### src/rtl/lsu_rob_pkg.sv
// Shared types for the LSU reorder buffer: per-entry lifecycle state and
// the packed entry record held in each slot.
package lsu_rob_pkg;

  typedef enum logic [1:0] {
    ROB_FREE    = 2'd0,
    ROB_PENDING = 2'd1,
    ROB_ISSUED  = 2'd2,
    ROB_DONE    = 2'd3
  } rob_state_e;

  typedef struct packed {
    rob_state_e  state;
    logic        we;
    logic [63:0] addr;
    logic [63:0] value;
  } rob_entry_t;

endpackage

### src/rtl/lsu_reorder_buffer.sv
// In-order tagged request buffer in front of the L1D. Requests issue in
// program order, completions may return out of order, retirement is in order.
module lsu_reorder_buffer
  import lsu_rob_pkg::*;
#(
  parameter int DEPTH    = 4,
  parameter int TAG_BITS = 10
) (
  input  logic                clk_in,
  input  logic                rst_N_in,
  input  logic                core_valid_in,
  output logic                core_ready_out,
  input  logic [63:0]         core_addr_in,
  input  logic [63:0]         core_value_in,
  input  logic                core_we_in,
  output logic                core_valid_out,
  input  logic                core_ready_in,
  output logic [63:0]         core_addr_out,
  output logic [63:0]         core_value_out,
  output logic                core_we_out,
  output logic                l1d_valid_out,
  input  logic                l1d_ready_in,
  output logic [63:0]         l1d_addr_out,
  output logic [63:0]         l1d_value_out,
  output logic                l1d_we_out,
  output logic [TAG_BITS-1:0] l1d_tag_out,
  input  logic                l1d_valid_in,
  output logic                l1d_ready_out,
  input  logic [63:0]         l1d_value_in,
  input  logic                l1d_write_complete_in,
  input  logic [TAG_BITS-1:0] l1d_tag_in,
  output logic                err_out
);

  localparam int IW = (DEPTH > 1) ? $clog2(DEPTH) : 1;
  localparam int CW = IW + 1;

  rob_entry_t    r_ent [DEPTH];
  logic [IW-1:0] r_alloc, r_issue, r_retire;
  logic [CW-1:0] r_count;
  logic          r_live;
  logic          r_err;

  rob_entry_t    w_iss_e, w_ret_e;
  logic [IW-1:0] w_cpl_idx;
  logic          w_alloc, w_issue, w_cpl, w_cpl_ok, w_retire, w_tag_hi_bad;

  assign w_iss_e = r_ent[r_issue];
  assign w_ret_e = r_ent[r_retire];

  // r_live holds both readies low during reset and for the first cycle after
  assign core_ready_out = r_live && (r_count != CW'(DEPTH));
  assign l1d_ready_out  = r_live;
  assign err_out        = r_err;

  assign l1d_valid_out = (w_iss_e.state == ROB_PENDING);
  assign l1d_addr_out  = l1d_valid_out ? w_iss_e.addr  : 64'd0;
  assign l1d_value_out = l1d_valid_out ? w_iss_e.value : 64'd0;
  assign l1d_we_out    = l1d_valid_out && w_iss_e.we;
  assign l1d_tag_out   = l1d_valid_out ? TAG_BITS'(r_issue) : '0;

  assign core_valid_out = (w_ret_e.state == ROB_DONE);
  assign core_addr_out  = core_valid_out ? w_ret_e.addr  : 64'd0;
  assign core_value_out = core_valid_out ? w_ret_e.value : 64'd0;
  assign core_we_out    = core_valid_out && w_ret_e.we;

  assign w_alloc      = core_valid_in && core_ready_out;
  assign w_issue      = l1d_valid_out && l1d_ready_in;
  assign w_retire     = core_valid_out && core_ready_in;
  assign w_cpl_idx    = l1d_tag_in[IW-1:0];
  assign w_tag_hi_bad = ((l1d_tag_in >> IW) != '0);
  assign w_cpl        = l1d_valid_in && r_live;
  assign w_cpl_ok     = w_cpl && !w_tag_hi_bad && (r_ent[w_cpl_idx].state == ROB_ISSUED);

  // The four events always hit different slots since each needs a distinct state
  always_ff @(posedge clk_in or negedge rst_N_in) begin
    if (!rst_N_in) begin
      for (int i = 0; i < DEPTH; i++) r_ent[i] <= '0;
      r_alloc  <= '0;
      r_issue  <= '0;
      r_retire <= '0;
      r_count  <= '0;
      r_live   <= 1'b0;
      r_err    <= 1'b0;
    end else begin
      r_live <= 1'b1;
      if (w_alloc) begin
        r_ent[r_alloc] <= '{state: ROB_PENDING, we: core_we_in, addr: core_addr_in,
                            value: core_we_in ? core_value_in : 64'd0};
        r_alloc <= r_alloc + 1'b1;
      end
      if (w_issue) begin
        r_ent[r_issue].state <= ROB_ISSUED;
        r_issue <= r_issue + 1'b1;
      end
      if (w_cpl_ok) begin
        r_ent[w_cpl_idx].state <= ROB_DONE;
        r_ent[w_cpl_idx].value <= (r_ent[w_cpl_idx].we || l1d_write_complete_in) ?
                                  64'd0 : l1d_value_in;
      end else if (w_cpl) begin
        r_err <= 1'b1;
      end
      if (w_retire) begin
        r_ent[r_retire].state <= ROB_FREE;
        r_retire <= r_retire + 1'b1;
      end
      case ({w_alloc, w_retire})
        2'b10:   r_count <= r_count + 1'b1;
        2'b01:   r_count <= r_count - 1'b1;
        default: r_count <= r_count;
      endcase
    end
  end

endmodule

### config.mk
export PLATFORM = sky130hd
export DESIGN_NAME = lsu_reorder_buffer
export DESIGN_NICKNAME = d
export VERILOG_FILES = /design/src/rtl/lsu_rob_pkg.sv /design/src/rtl/lsu_reorder_buffer.sv
export SDC_FILE = /design/constraint.sdc
export NUM_CORES = 2
export LEC_CHECK = 0
export BUFFER_PORTS_ARGS = -buffer_cell sky130_fd_sc_hd__buf_4
export CORE_MARGIN = 8
export CORE_UTILIZATION = 54
export CTS_BUF_LIST = sky130_fd_sc_hd__clkbuf_8
export DETAILED_ROUTE_END_ITERATION = 16
export GPL_ROUTABILITY_DRIVEN = 0
export PLACE_DENSITY = 0.8
export SYNTH_ARGS = -nofsm -noshare
export SYNTH_HDL_FRONTEND = slang
export SYNTH_SLANG_ARGS = --single-unit
### constraint.sdc
create_clock -name clk_in -period 2.5 [get_ports clk_in]
set_input_delay 0.375 -clock clk_in [delete_from_list [all_inputs] [get_ports clk_in]]
set_output_delay 0.375 -clock clk_in [all_outputs]
set_load 0.02 [all_outputs]
* After elaboration in Yosys (flattened, before gate mapping) *
Index checks and enable logic that the tools add are counted.

storage, ports and cells
  register bits after elaboration = 535
  input bits = 210
  output and inout bits = 273

cells by class
  add/subtract/negate cells = 5
  magnitude comparators = 8
  equality and inequality tests = 6
  muxes and demuxes = 36
  bitwise operators = 5
  reductions and logical operators = 18

operators with widths
  kind                 count
  $bwmux 524           5
  $mux 524             4
  $demux 131 s2        5
  $mux 131             10
  $bmux 131 s2         3
  $mux 64              7
  $logic_and 1x1->1    13
  $ge 3x3->1 const B   4
  $lt 3x1->1 const B   4
  $not 2->3            4
  $reduce_bool 10->1   1
  $add 2x1->2 const B  3
  $eq 2x2->1 const B   3
  $pmux 3 s2           1
  $eq 2x1->1 const B   2
  $add 3x1->3 const B  1
  $ne 3x3->1 const B   1
  $sub 3x1->3 const B  1
  $mux 2               1
  $reduce_and 2->1     1
  $reduce_bool 2->1    1
  $logic_not 1->1      1
  $logic_or 1x1->1     1
  $not 1->1            1

* Logic depth before layout (Yosys ltp) *
  depth in word-level cells = 14
  depth in mapped cells = 12

* Worst setup path before layout *
No wires, ideal clock.

  kind = register to register
  start = reg r_retire[0]
  end = reg r_count[2]
  setup time = 79 ps
  data arrival time = 2413 ps
  required time = 2421 ps
  path slack = 8 ps
  stages on the path, launching flop included = 13
  cells stage by stage = dfrtp_1 > clkbuf_1 > nand3_1 > o211ai_1 > o21ai_0 > nor2_1 > clkbuf_1 > ha_1 > inv_1 > fa_1 > xor2_1 > nor2_1 > xor2_1

on the way
  word-level cells in the longest chain between the ends = 8
  elaborated cells between the ends (all ways) = 10

RTL lines
  element                                                 line                       source
  start: declaration                                      lsu_reorder_buffer.sv:39   logic [IW-1:0] r_alloc, r_issue, r_retire;
  start signal: assignment                                lsu_reorder_buffer.sv:105  r_retire <= r_retire + 1'b1;
  $not 2->3 (not written as such) *                       lsu_reorder_buffer.sv:49   assign w_ret_e = r_ent[r_retire];
  $bmux 131 s2 *                                          lsu_reorder_buffer.sv:49
  $mux 131 (not written as such) * (2 in series)          lsu_reorder_buffer.sv:49
  $eq 2x2->1 *                                            lsu_reorder_buffer.sv:62   assign core_valid_out = (w_ret_e.state == ROB_DONE);
  $logic_and 1x1->1 *                                     lsu_reorder_buffer.sv:69   assign w_retire = core_valid_out && core_ready_in;
  $eq 2x1->1 / $eq 2x2->1 (equally long branches)         lsu_reorder_buffer.sv:107  case ({w_alloc, w_retire})
  $pmux 3 s2 / $reduce_bool 2->1 (equally long branches)  -
  end signal: assignment                                  lsu_reorder_buffer.sv:108  2'b10: r_count <= r_count + 1'b1;
  end signal: assignment                                  lsu_reorder_buffer.sv:109  2'b01: r_count <= r_count - 1'b1;
  end signal: assignment                                  lsu_reorder_buffer.sv:110  default: r_count <= r_count;
  end: declaration                                        lsu_reorder_buffer.sv:40   logic [CW-1:0] r_count;

Every way passes the cells marked *; elsewhere a longest branch is shown, timed or not. The select of a mux whose other input is x is not followed.
A chain may end at the register's enable or synchronous reset.

* Worst setup path after layout *
  start = reg r_retire[0]
  end = out core_addr_out[43]

on the way
  word-level cells in the longest chain between the ends = 6

RTL lines
  element                                         line                      source
  $not 2->3 (not written as such) *               lsu_reorder_buffer.sv:49
  $bmux 131 s2 *                                  lsu_reorder_buffer.sv:49
  $mux 131 (not written as such) * (2 in series)  lsu_reorder_buffer.sv:49
  $eq 2x2->1                                      lsu_reorder_buffer.sv:62
  $mux 64 *                                       lsu_reorder_buffer.sv:63  assign core_addr_out = core_valid_out ? w_ret_e.addr : 64'd0;
  end: declaration                                lsu_reorder_buffer.sv:18  output logic [63:0] core_addr_out,

Marks and branches as above.

==> run_results.csv <==
group,metric,value,unit
status,status,"finished, violations left",
status,violations,"setup timing",
hold_path,min_path_type,"in2reg",
grt,grt_max_degree,93,
synth,ys_seq_area_share,42.8,%
timing,finalCritPeriodShare,121,%
timing,whs,0.0715,ns
critical_path,path_max_fanout,8,
timing,slew_headroom,61.7,%
flow_run,cap_violations,0,
critical_path,criticalPathCategory,"reg2out",
grt,antenna_found_initial,10,
critical_path,crit_slowest_cell,"dfrtp_4",
critical_path,crit_arrival,2.66,ns
route,via_per_inst,6.61,
floorplanning,io_pins,483,
clock_tree,cts_tree,"built",
synth,synthArstFlopShare,100,%
final_layout,finish.instance_area,42800,µm²
timing,rsz0062_at_grt,"yes",
placed_design,postPlaceCellArea,36100,µm²
critical_path,path_delay_family,"buffers and inverters",
grt,grtUsageTotal,33.5,%
clock_tree,cts.clk_slew.worst_paths,0.06,ns
synth,syn-cell-area,31300,µm²
timing,hold_viol_final,0,
floorplanning,die_area,65800,µm²
route,route.vias.total,26500,
synth,synth-edff-count,0,
floorplanning,fp-row-count,88,
timing,clock.fmax,330,MHz
timing,finalCriticalPeriod,3.03,ns
critical_path,cp-start-kind,"flop",
critical_path,r2r_slack,-0.07,ns
synth,synth_seq_cells,535,
final_layout,area_growth,37.0,%
timing,drv_slew,0,
placed_design,dp_cells,3665,
timing,tns,-106.45,ns
final_layout,final_cells,4007,
critical_path,cp_cell_sequence,"buf_6 > o211ai_1 > o21ai_4 > buf_6 > clkbuf_16 > clkbuf_16 > nor2b_1 > buf_4",
pwr,p_per_area,1570,nW/µm²
route,wire_per_inst,31.1,µm
critical_path,path_buf_inv,5,
floorplanning,core-area,57500,µm²
timing,worstMarginPinSlew,0.574,ns
pwr,p_leak,18.6,nW
critical_path,cp.required,2.12,ns
final_layout,seq_area,13400,µm²
timing,finalClockSkew,0.0441,ns
clock_tree,cts_sinks,535,
floorplanning,start_util,54.4,%
synth,yosysMostFrequentCell,"dfrtp_1",
final_layout,drive_gt1_share,47.8,%
timing,setup_slack,-0.531,ns
placed_design,place_ws,0.0602,ns
critical_path,crit_path_end_kind,"output pin",
synth,synth_commonest_cells,"dfrtp_1 (535), mux2_2 (262), nor2_1 (262), and2_1 (261), mux4_2 (259)",
clock_tree,clockRootBuffer,"clkbuf_8",
grt,overflow,0,
synth,yosysTopAreaCellShare,42.8,%
clock_tree,htreeDepth,3,
floorplanning,die_h,257,µm
final_layout,fillers,3341,
route,drcViolationCount,0,
route,drt_iter0_markers,3143,
placed_design,io_buffers,474,
timing,setup_viol,261,
critical_path,worst_path_largest_cell_delay,0.49,ns
route,drtAntennaViolNets,0,
final_layout,nets,3397,
clock_tree,clockBufferDepth,3,
synth,avgSynthCellArea,12.2,µm²
grt,grt_pass1_vias,27500,
route,first_pass_iters,6,
synth,netlist_instances,2559,
floorplanning,die_w,257,µm
route,routed_wl,125,mm
grt,grt_pass1_wl,170,mm
clock_tree,cts_made_buffers,91,
clock_tree,insertion_delay,0.69,ns
synth,yosysUniqueCellTypes,40,
placed_design,hpwl,64.6,mm
synth,synth_ff_type,"dfrtp_1",
pwr,vdd_drop_max,1140,µV
synth,synth.area.top_cells,"dfrtp_1 (43%), mux4_2 (19%), mux2_2 (9.4%)",
synth,synth_area_leader_cell,"dfrtp_1",
final_layout,multi_input_area,17800,µm²
synth,ys_warn_count,0,
[where the power goes]
group | leakage [nW] | internal [mW] | switching (mW) | total [mW]
sequential | 6.67 | 12.7 | 3.68 | 16.4
combinational | 10.9 | 22.9 | 19.7 | 42.5
clock | 1.04 | 4.36 | 3.84 | 8.20
[kinds of logic after synthesis]
family	after synthesis	share of synthesized area, %
fa+ha+maj	14	0.585
xor+xnor	6	0.168
other cells	2	0.0240
mux	778	36.3
simple gates	694	11.7
buf+inv	251	3.76
compound gates	279	4.64
flops	535	42.8
[what timing repair did]
item | 4_1_cts | 5_1_grt
setup buffers | 53 | 6
endpoints found under the setup margin | 261 | 263
hold buffers | 66 | 0
resized for setup | 346 | 234
pin swaps | 4 | 7
endpoints found under the hold margin | 413 | 0
gates cloned | 41 | 17
[tightest hold or removal path: cells and delay by family]
family	cells	cell delay, ns
and+or+nand+nor	1	0.09
AOI/OAI and AO/OA	1	0.09
buffers and inverters	1	0.15
[area by class of cell]
class                   count  area share [%]
diodes                      5          0.0292
clock buffers             116            3.73
clock inverters            41           0.584
inverters                  17           0.184
multi-input cells        1781            41.6
flip-flops and latches    535            31.3
well taps                 765            2.24
repair buffers            746            20.3
repair inverters            1          0.0205
[final timing paths]
kind / endpoint / cells after the start / from
worst max-delay path: core_addr_out[43] / 8 / r_retire[0]
worst min-delay path: r_ent[523] / 3 / l1d_ready_in
worst max register to register: r_count[2] / 12 / r_retire[0]
worst min register to register: r_count[2] / 1 / r_count[2]
max in group asynchronous: r_ent[307] / 4 / rst_N_in
min in group asynchronous: asynchronous set/reset pin / 2 / rst_N_in
[metal layers]
layer | routed length (µm) | global-route usage [%] | up-vias
met3 | 14000 | 9.55 | 648
met4 | 9600 | 17.4 | 8
met5 | 48 | 0 | -
met2 | 58200 | 54.0 | 2148
li1 | - | - | 10500
met1 | 42800 | 40.9 | 13100
[metrics by stage]
step                      power (mW)  util (%)
after floorplan                 34.1         -
after global placement          43.8      62.8
after detailed placement        44.9      62.8
after CTS                       61.3      72.2
after global routing            68.9      74.5
final                           67.1      74.5
[placed cells by master, fill, tap and decap left out, types with 38 or more instances in the layout]
| cell | Yosys | final |
|---|---|---|
| buf_16 | 0 | 48 |
| a21oi_1 | 257 | 257 |
| and2_4 | 0 | 74 |
| buf_6 | 10 | 195 |
| mux2i_1 | 257 | 257 |
| mux4_2 | 259 | 259 |
| mux2_2 | 262 | 262 |
| buf_12 | 0 | 61 |
| nor2_1 | 262 | 261 |
| nor2b_4 | 0 | 114 |
| buf_4 | 10 | 349 |
| inv_1 | 17 | 38 |
| clkbuf_8 | 0 | 117 |
| and2_1 | 261 | 187 |
| dfrtp_1 | 535 | 531 |
| dlygate4sd3_1 | 0 | 66 |
Note: power is estimated with default switching activity, not from simulation.
